**src/rtl/serial_link_pkg.sv**
```systemverilog
// Types, default width and parity helper shared by the serializer and deserializer.
// The parity helper zero-extends its argument, so any WIDTH up to 16 can use it.
package serial_link_pkg;

    localparam int DEFAULT_WIDTH = 4;

    typedef enum logic [1:0] {
        IDLE   = 2'd0,
        SHIFT  = 2'd1,
        PARITY = 2'd2
    } link_state_t;

    function automatic logic even_parity(input logic [15:0] data);
        return ^data;
    endfunction

endpackage

```
**src/rtl/deser_hold_reg.sv**
```systemverilog
// One-word valid/ready holding register with sticky overrun on dropped words.
// Latency: a loaded word is visible the cycle after load_vld.
// Backpressure: a word arriving while full and not being consumed is dropped and raises overrun.
module deser_hold_reg #(
    parameter int DAT_W = 4
) (
    input  logic             clock,
    input  logic             reset_n,
    input  logic             load_vld,
    input  logic [DAT_W-1:0] load_dat,
    output logic [DAT_W-1:0] hold_dat,
    output logic             hold_vld,
    input  logic             hold_rdy,
    output logic             overrun,
    input  logic             clear_overrun
);

    logic room;
    logic drop;

    // A consume on the same edge frees the slot for the incoming word.
    assign room = !hold_vld || hold_rdy;
    assign drop = load_vld && !room;

    always_ff @(posedge clock) begin
        if (!reset_n) begin
            hold_dat <= '0;
            hold_vld <= 1'b0;
            overrun  <= 1'b0;
        end else begin
            if (load_vld && room) begin
                hold_dat <= load_dat;
                hold_vld <= 1'b1;
            end else if (hold_vld && hold_rdy) begin
                hold_vld <= 1'b0;
            end

            if (drop) begin
                overrun <= 1'b1;
            end else if (clear_overrun) begin
                overrun <= 1'b0;
            end
        end
    end

endmodule

```
**src/rtl/serial_deserializer.sv**
```systemverilog
// Framed MSB-first serial-to-parallel capture; DESER_PARITY_EN adds a trailing even-parity bit and parity_err.
// Latency: out_valid rises the cycle after the final bit is sampled; backpressure via one-word hold, overflow sets overrun.
module serial_deserializer
    import serial_link_pkg::*;
#(
    parameter int WIDTH = DEFAULT_WIDTH
) (
    input  logic             clock,
    input  logic             reset_n,
    input  logic             serial_in,
    input  logic             bit_en,
    input  logic             frame_start,
    output logic [WIDTH-1:0] out_data,
    output logic             out_valid,
    input  logic             out_ready,
    output logic             busy,
    output logic             overrun,
    input  logic             clear_overrun
`ifdef DESER_PARITY_EN
    ,
    output logic             parity_err
`endif
);

    localparam int CNT_W = $clog2(WIDTH + 1);
    localparam logic [CNT_W-1:0] LAST_CNT = CNT_W'(WIDTH - 1);

`ifdef DESER_PARITY_EN
    localparam int HOLD_W = WIDTH + 1;
`else
    localparam int HOLD_W = WIDTH;
`endif

    link_state_t      state_q, state_d;
    logic [WIDTH-1:0] sreg_q, sreg_d;
    logic [CNT_W-1:0] cnt_q, cnt_d;
    logic [WIDTH-1:0] shifted;
    logic             word_done;
    logic [HOLD_W-1:0] load_dat;
    logic [HOLD_W-1:0] hold_dat;

    assign shifted = {sreg_q[WIDTH-2:0], serial_in};

    always_ff @(posedge clock) begin
        if (!reset_n) begin
            state_q <= IDLE;
            sreg_q  <= '0;
            cnt_q   <= '0;
        end else begin
            state_q <= state_d;
            sreg_q  <= sreg_d;
            cnt_q   <= cnt_d;
        end
    end

    always_comb begin
        state_d   = state_q;
        sreg_d    = sreg_q;
        cnt_d     = cnt_q;
        word_done = 1'b0;

        // A qualified frame_start always begins a fresh frame, abandoning any partial one.
        if (bit_en && frame_start) begin
            state_d = SHIFT;
            sreg_d  = {{(WIDTH-1){1'b0}}, serial_in};
            cnt_d   = CNT_W'(1);
        end else if (bit_en) begin
            case (state_q)
                SHIFT: begin
                    sreg_d = shifted;
                    if (cnt_q == LAST_CNT) begin
`ifdef DESER_PARITY_EN
                        state_d = PARITY;
                        cnt_d   = CNT_W'(WIDTH);
`else
                        state_d   = IDLE;
                        cnt_d     = '0;
                        word_done = 1'b1;
`endif
                    end else begin
                        cnt_d = cnt_q + CNT_W'(1);
                    end
                end
`ifdef DESER_PARITY_EN
                PARITY: begin
                    state_d   = IDLE;
                    cnt_d     = '0;
                    word_done = 1'b1;
                end
`endif
                default: ;
            endcase
        end
    end

`ifdef DESER_PARITY_EN
    // Data is already complete in sreg_q; the current bit is the parity bit.
    assign load_dat = {even_parity(16'(sreg_q)) ^ serial_in, sreg_q};
`else
    assign load_dat = shifted;
`endif

    deser_hold_reg #(
        .DAT_W(HOLD_W)
    ) u_hold (
        .clock         (clock),
        .reset_n       (reset_n),
        .load_vld      (word_done),
        .load_dat      (load_dat),
        .hold_dat      (hold_dat),
        .hold_vld      (out_valid),
        .hold_rdy      (out_ready),
        .overrun       (overrun),
        .clear_overrun (clear_overrun)
    );

    assign out_data = hold_dat[WIDTH-1:0];
    assign busy     = (state_q != IDLE);

`ifdef DESER_PARITY_EN
    assign parity_err = hold_dat[WIDTH];
`endif

endmodule

```
**config.mk**
```make
export PLATFORM = sky130hd
export DESIGN_NAME = serial_deserializer
export DESIGN_NICKNAME = d
export VERILOG_FILES = /design/src/rtl/serial_link_pkg.sv /design/src/rtl/deser_hold_reg.sv /design/src/rtl/serial_deserializer.sv
export SDC_FILE = /design/constraint.sdc
export NUM_CORES = 1
export LEC_CHECK = 0
export CORE_MARGIN = 2
export CORE_UTILIZATION = 40
export CTS_CLUSTER_SIZE = 12
export DETAILED_ROUTE_END_ITERATION = 8
export HOLD_SLACK_MARGIN = 0.02
export PLACE_DENSITY_LB_ADDON = 0.25
export SYNTH_ARGS = -nofsm -noshare
export SYNTH_HDL_FRONTEND = slang
export SYNTH_SLANG_ARGS = --single-unit
```
**constraint.sdc**
```tcl
create_clock -name clock -period 1.2 [get_ports clock]
set_input_delay 0.18 -clock clock [delete_from_list [all_inputs] [get_ports clock]]
set_output_delay 0.18 -clock clock [all_outputs]
set_load 0.05 [all_outputs]
```
== Word level (Yosys, flattened, before mapping) ==
Cells that the tools add are included.
Storage, ports and cells
  bits of input ports: 7
  output and inout bits: 7
  ROM bits: 0
  logic and storage cells: 46
  register bits after elaboration: 13
  memory bits (writable): 0
  bits in latches: 0
  memories: 0
Cells by class
  order comparisons: 0
  equality and inequality tests: 1
  reductions and logical operators: 16
  bitwise operators: 1
  multiplexer cells: 19
  add/subtract/negate cells: 1
  shifts and indexed selects: 0
  divide/modulo/power cells: 0
  multiply operators: 0
Operators by type and width (number)
  $mux W1: 18
  $reduce_bool A2 Y1: 5
  $logic_and A1 B1 Y1: 4
  $reduce_and A2 Y1: 2
  $add A3 B1 Y3 const B: 1
  $eq A3 B2 Y1 const B: 1
  $mux W3: 1
  $reduce_and A3 Y1: 1
  $logic_not A1 Y1: 2
  $reduce_or A2 Y1: 1
  $logic_or A1 B1 Y1: 1
  $not A1 Y1: 1

== Longest topological paths before layout ==
  depth in word-level cells: 7
  mapped depth: 4
  mapped depth without buffers: 4

== By module ==
From an unflattened synthesis, not the netlist that was laid out.
Unflattened totals
  cells, all modules: 60
  area total of the unflattened synthesis: 555.5 sq um
Modules (own cells, without submodules)
  serial_deserializer: area each 301.5 sq um, seq. area each 140.1 sq um, cells each 34, times used 1
  deser_hold_reg: area each 254.0 sq um, seq. area each 120.1 sq um, cells each 26, times used 1

== Least setup slack after synthesis ==
OpenSTA, ideal clock, no wires.
  path type: register to register
  start point: reg state_q[0]
  end point: reg u_hold.hold_dat[0]
  cell stages (with the launch flop): 4
  required time: 1128 ps
  path slack: -274 ps
  path buffers: 0
  library setup time: 72 ps
  arrival time: 1403 ps
  clock period less this slack: 1474 ps
  cell sequence: dfxtp_1 > nand3b_2 > nor3_4 > mux2i_1
On the way
  longest elaborated chain between the ends: 4
RTL lines
  start: declaration: RTL line serial_deserializer.sv:34  | link_state_t state_q, state_d;
  start signal: assignment: RTL line serial_deserializer.sv:50  | state_q <= state_d;
  $mux W1: RTL line serial_deserializer.sv:68  | case (state_q)
  $mux W1: RTL line serial_deserializer.sv:67  | end else if (bit_en) begin
  $mux W1: RTL line serial_deserializer.sv:63  | if (bit_en && frame_start) begin
  $logic_and A1 B1 Y1: RTL line deser_hold_reg.sv:31  | if (load_vld && room) begin
  end signal: assignment: RTL line deser_hold_reg.sv:32  | hold_dat <= load_dat;
  end: declaration: RTL line deser_hold_reg.sv:11  | output logic [DAT_W-1:0] hold_dat,
No other way between the ends.
A chain may end at the register's enable or synchronous reset.

== Final worst setup path ==
  start point: in frame_start
  end point: reg u_hold.hold_dat[3]
On the way
  longest elaborated chain between the ends: 3
RTL lines
  start: declaration: RTL line serial_deserializer.sv:12  | input logic frame_start,
  $logic_and A1 B1 Y1: RTL line serial_deserializer.sv:63
  $mux W1: RTL line serial_deserializer.sv:63
  $logic_and A1 B1 Y1: RTL line deser_hold_reg.sv:31
No other way between the ends.

==> results_dict.tcl <==
set metrics [dict create \
    grt_antenna_before_repair 0 \
    synth_seq_cells 13 \
    design_area_um2 910 \
    totalPowerFinal_uw 833 \
    synthArstFlopShare_pct 0 \
    synth.net_count 66 \
    setup.worst_path.class "input pin to register" \
    yosys-top-cells-area "dfxtp_1 (47%), mux2i_1 (9.0%), nand2_1 (7.5%), nor2b_1 (6.8%), a22oi_1 (4.1%)" \
    layout-area-overhead-vs-synth_pct 64.5 \
    core_um2 1300 \
    worstMarginPinSlew_ns 0.290 \
    critical_path.max_fanout 4 \
    critPathCaptureType "register" \
    fin_cells 97 \
    hold_start "bit_en" \
    fp.dieH_um 41.2 \
    dieArea_um2 1700 \
    ys_seq_area_share_pct 47.1 \
    finalCriticalPeriod_ns 1.15 \
    cp.required_ns 1.41 \
    n_fill_cell 107 \
    synth_area_um2 553 \
    htreeDepth 1 \
    grt-ovfl-total 0 \
    drt.antenna.violating_nets 0 \
    setup_ws_ns 0.0499 \
    drive_above_1_share_pct 34.1 \
    synth_most_common_cell "dfxtp_1" \
    fin_nets 91 \
    yosysTopAreaCell "dfxtp_1" \
    synth_cell_types 23 \
    p_leak_nw 0.361 \
    dp_hpwl_um 851 \
    peakVddDrop_mv 0.812 \
    p_per_area_nw_per_um2 915 \
    yosys_warnings 0 \
    gp_congestion 0.664 \
    drt_iter0_markers 1 \
    die_x_um 41.2 \
    r2r_start "state_q[0]" \
    synthFlopType "dfxtp_1" \
    tns_ns 0 \
    outcome "finished clean" \
    synth_cells 58 \
    clock-sinks 13 \
    syn_avg_cell_area_um2 9.54 \
    grt_pass1_wl_um 1860 \
    clk_pin_slew_worst_paths_ns 0.09 \
    synthTopCellsByCount "dfxtp_1 (13), nand2_1 (11), nor2b_1 (6), mux2i_1 (5), a22oi_1 (3)" \
    numCtsBuffers 3 \
    dr.pass1.iters 2 \
    grt_setup_unrepaired "yes" \
    clockRootBuffer "clkbuf_4" \
    finalHoldViolCount 0 \
    yosys.area.top_type_share_pct 47.1 \
    final_util_pct 69.9 \
    routed-via-count 475 \
    clockBufferDepth 2 \
    holdWs_ns 0.397 \
    track_usage_pct 17.1 \
    skew_ns 0.00443 \
    ios 14 \
    worstSetupStartpointType "input pin" \
    slew_violations 0 \
    dpl_cell_area_um2 833 \
    n_antenna_cell 0 \
    grt_max_degree 19 \
    timing.fmax_mhz 870 \
    rows 13 \
    numPortBuffers 13 \
    grt_pass1_vias 451 \
    arrival_ns 1.36 \
    cts_tree "done" \
    post-route-period-util_pct 95.8 \
    place_ws_ns -0.299 \
    dp.cells 91 \
    slew_headroom_pct 80.6 \
    vias_per_cell 4.90 \
    route.detailed.drc 0 \
    clock_latency_ns 0.27 \
    hold_path_class "input pin to register" \
    detail_route.wl_per_cell_um 12.1 \
    floorplan.initialDensity_pct 42.5 \
    cap_violations 0 \
    setup_viol 0 \
    synth_edf_count 0 \
    drt_wl_total_um 1170 \
    cp-startpoint "frame_start" \
]
-- repair_timing --
item	CTS	global route
endpoints found under the hold margin	0	0
buffers inserted	2	0
gates resized for setup	5	2
hold buffers	0	0
endpoints found under the setup margin	5	4
pin swaps	2	2
-- cell families after synthesis --
| group | count (synthesis) | synth area share, % |
|---|---|---|
| buf+inv | 3 | 2.26 |
| simple gates | 25 | 26.5 |
| mux | 5 | 9.05 |
| compound gates | 11 | 12.9 |
| flops | 13 | 47.1 |
| fa+ha+maj | 1 | 2.26 |
-- critical path, cell delays in order --
cell and delay [ns]:
clkdlybuf4s50_1 0.43, nand3b_4 0.20, nor3_4 0.32, mux2i_1 0.22
-- area by class of cell --
| type | instances | area [um^2] | share of cell area, % |
|---|---|---|---|
| Clock inverter | 1 | 5.00 | 0.550 |
| Sequential cell | 13 | 268 | 29.4 |
| Clock buffer | 3 | 22.5 | 2.48 |
| Timing Repair Buffer | 22 | 283 | 31.1 |
| Tap cell | 15 | 18.8 | 2.06 |
| Multi-Input combinational cell | 42 | 309 | 34.0 |
| Inverter | 1 | 3.75 | 0.413 |
-- worst paths after layout --
check                            end  slack (ns)  cells after the start
setup reg to reg            cnt_q[1]        0.08                      4
setup / recovery  u_hold.hold_dat[3]        0.05                      4
hold reg to reg             cnt_q[2]        0.44                      2
hold / removal    u_hold.hold_dat[0]        0.40                      4
-- state kept, by name, indices dropped and copies added, names as in the netlist --
register / cells
u_hold.hold_dat: 4
cnt_q: 3
u_hold.hold_vld: 1
state_q: 1
u_hold.overrun: 1
sreg_q: 3
-- where the power goes --
group | switching [mW] | total [mW] | leakage, nW | internal, mW
Sequential | 0.00963 | 0.449 | 0.107 | 0.439
Clock | 0.147 | 0.270 | 0.0177 | 0.123
Combinational | 0.0479 | 0.114 | 0.236 | 0.0660
Total | 0.204 | 0.833 | 0.361 | 0.629
-- cell usage in the layout, fill, tap and decap left out, drive strengths merged, types with 2 or more instances in the layout --
cell type	n
buf	16
dfxtp	13
nand2	11
nor2b	6
mux2i	5
clkdlybuf4s50	5
a22oi	3
clkbuf	3
o21a	2
a21oi	2
o21ai	2
-- per-layer routing --
metal  track usage, %  wire [um]
met5                0          0
met4             4.84          0
met3             4.89         46
met2             27.7        584
met1             21.9        539
No activity file was read; power rests on OpenSTA's default activity.
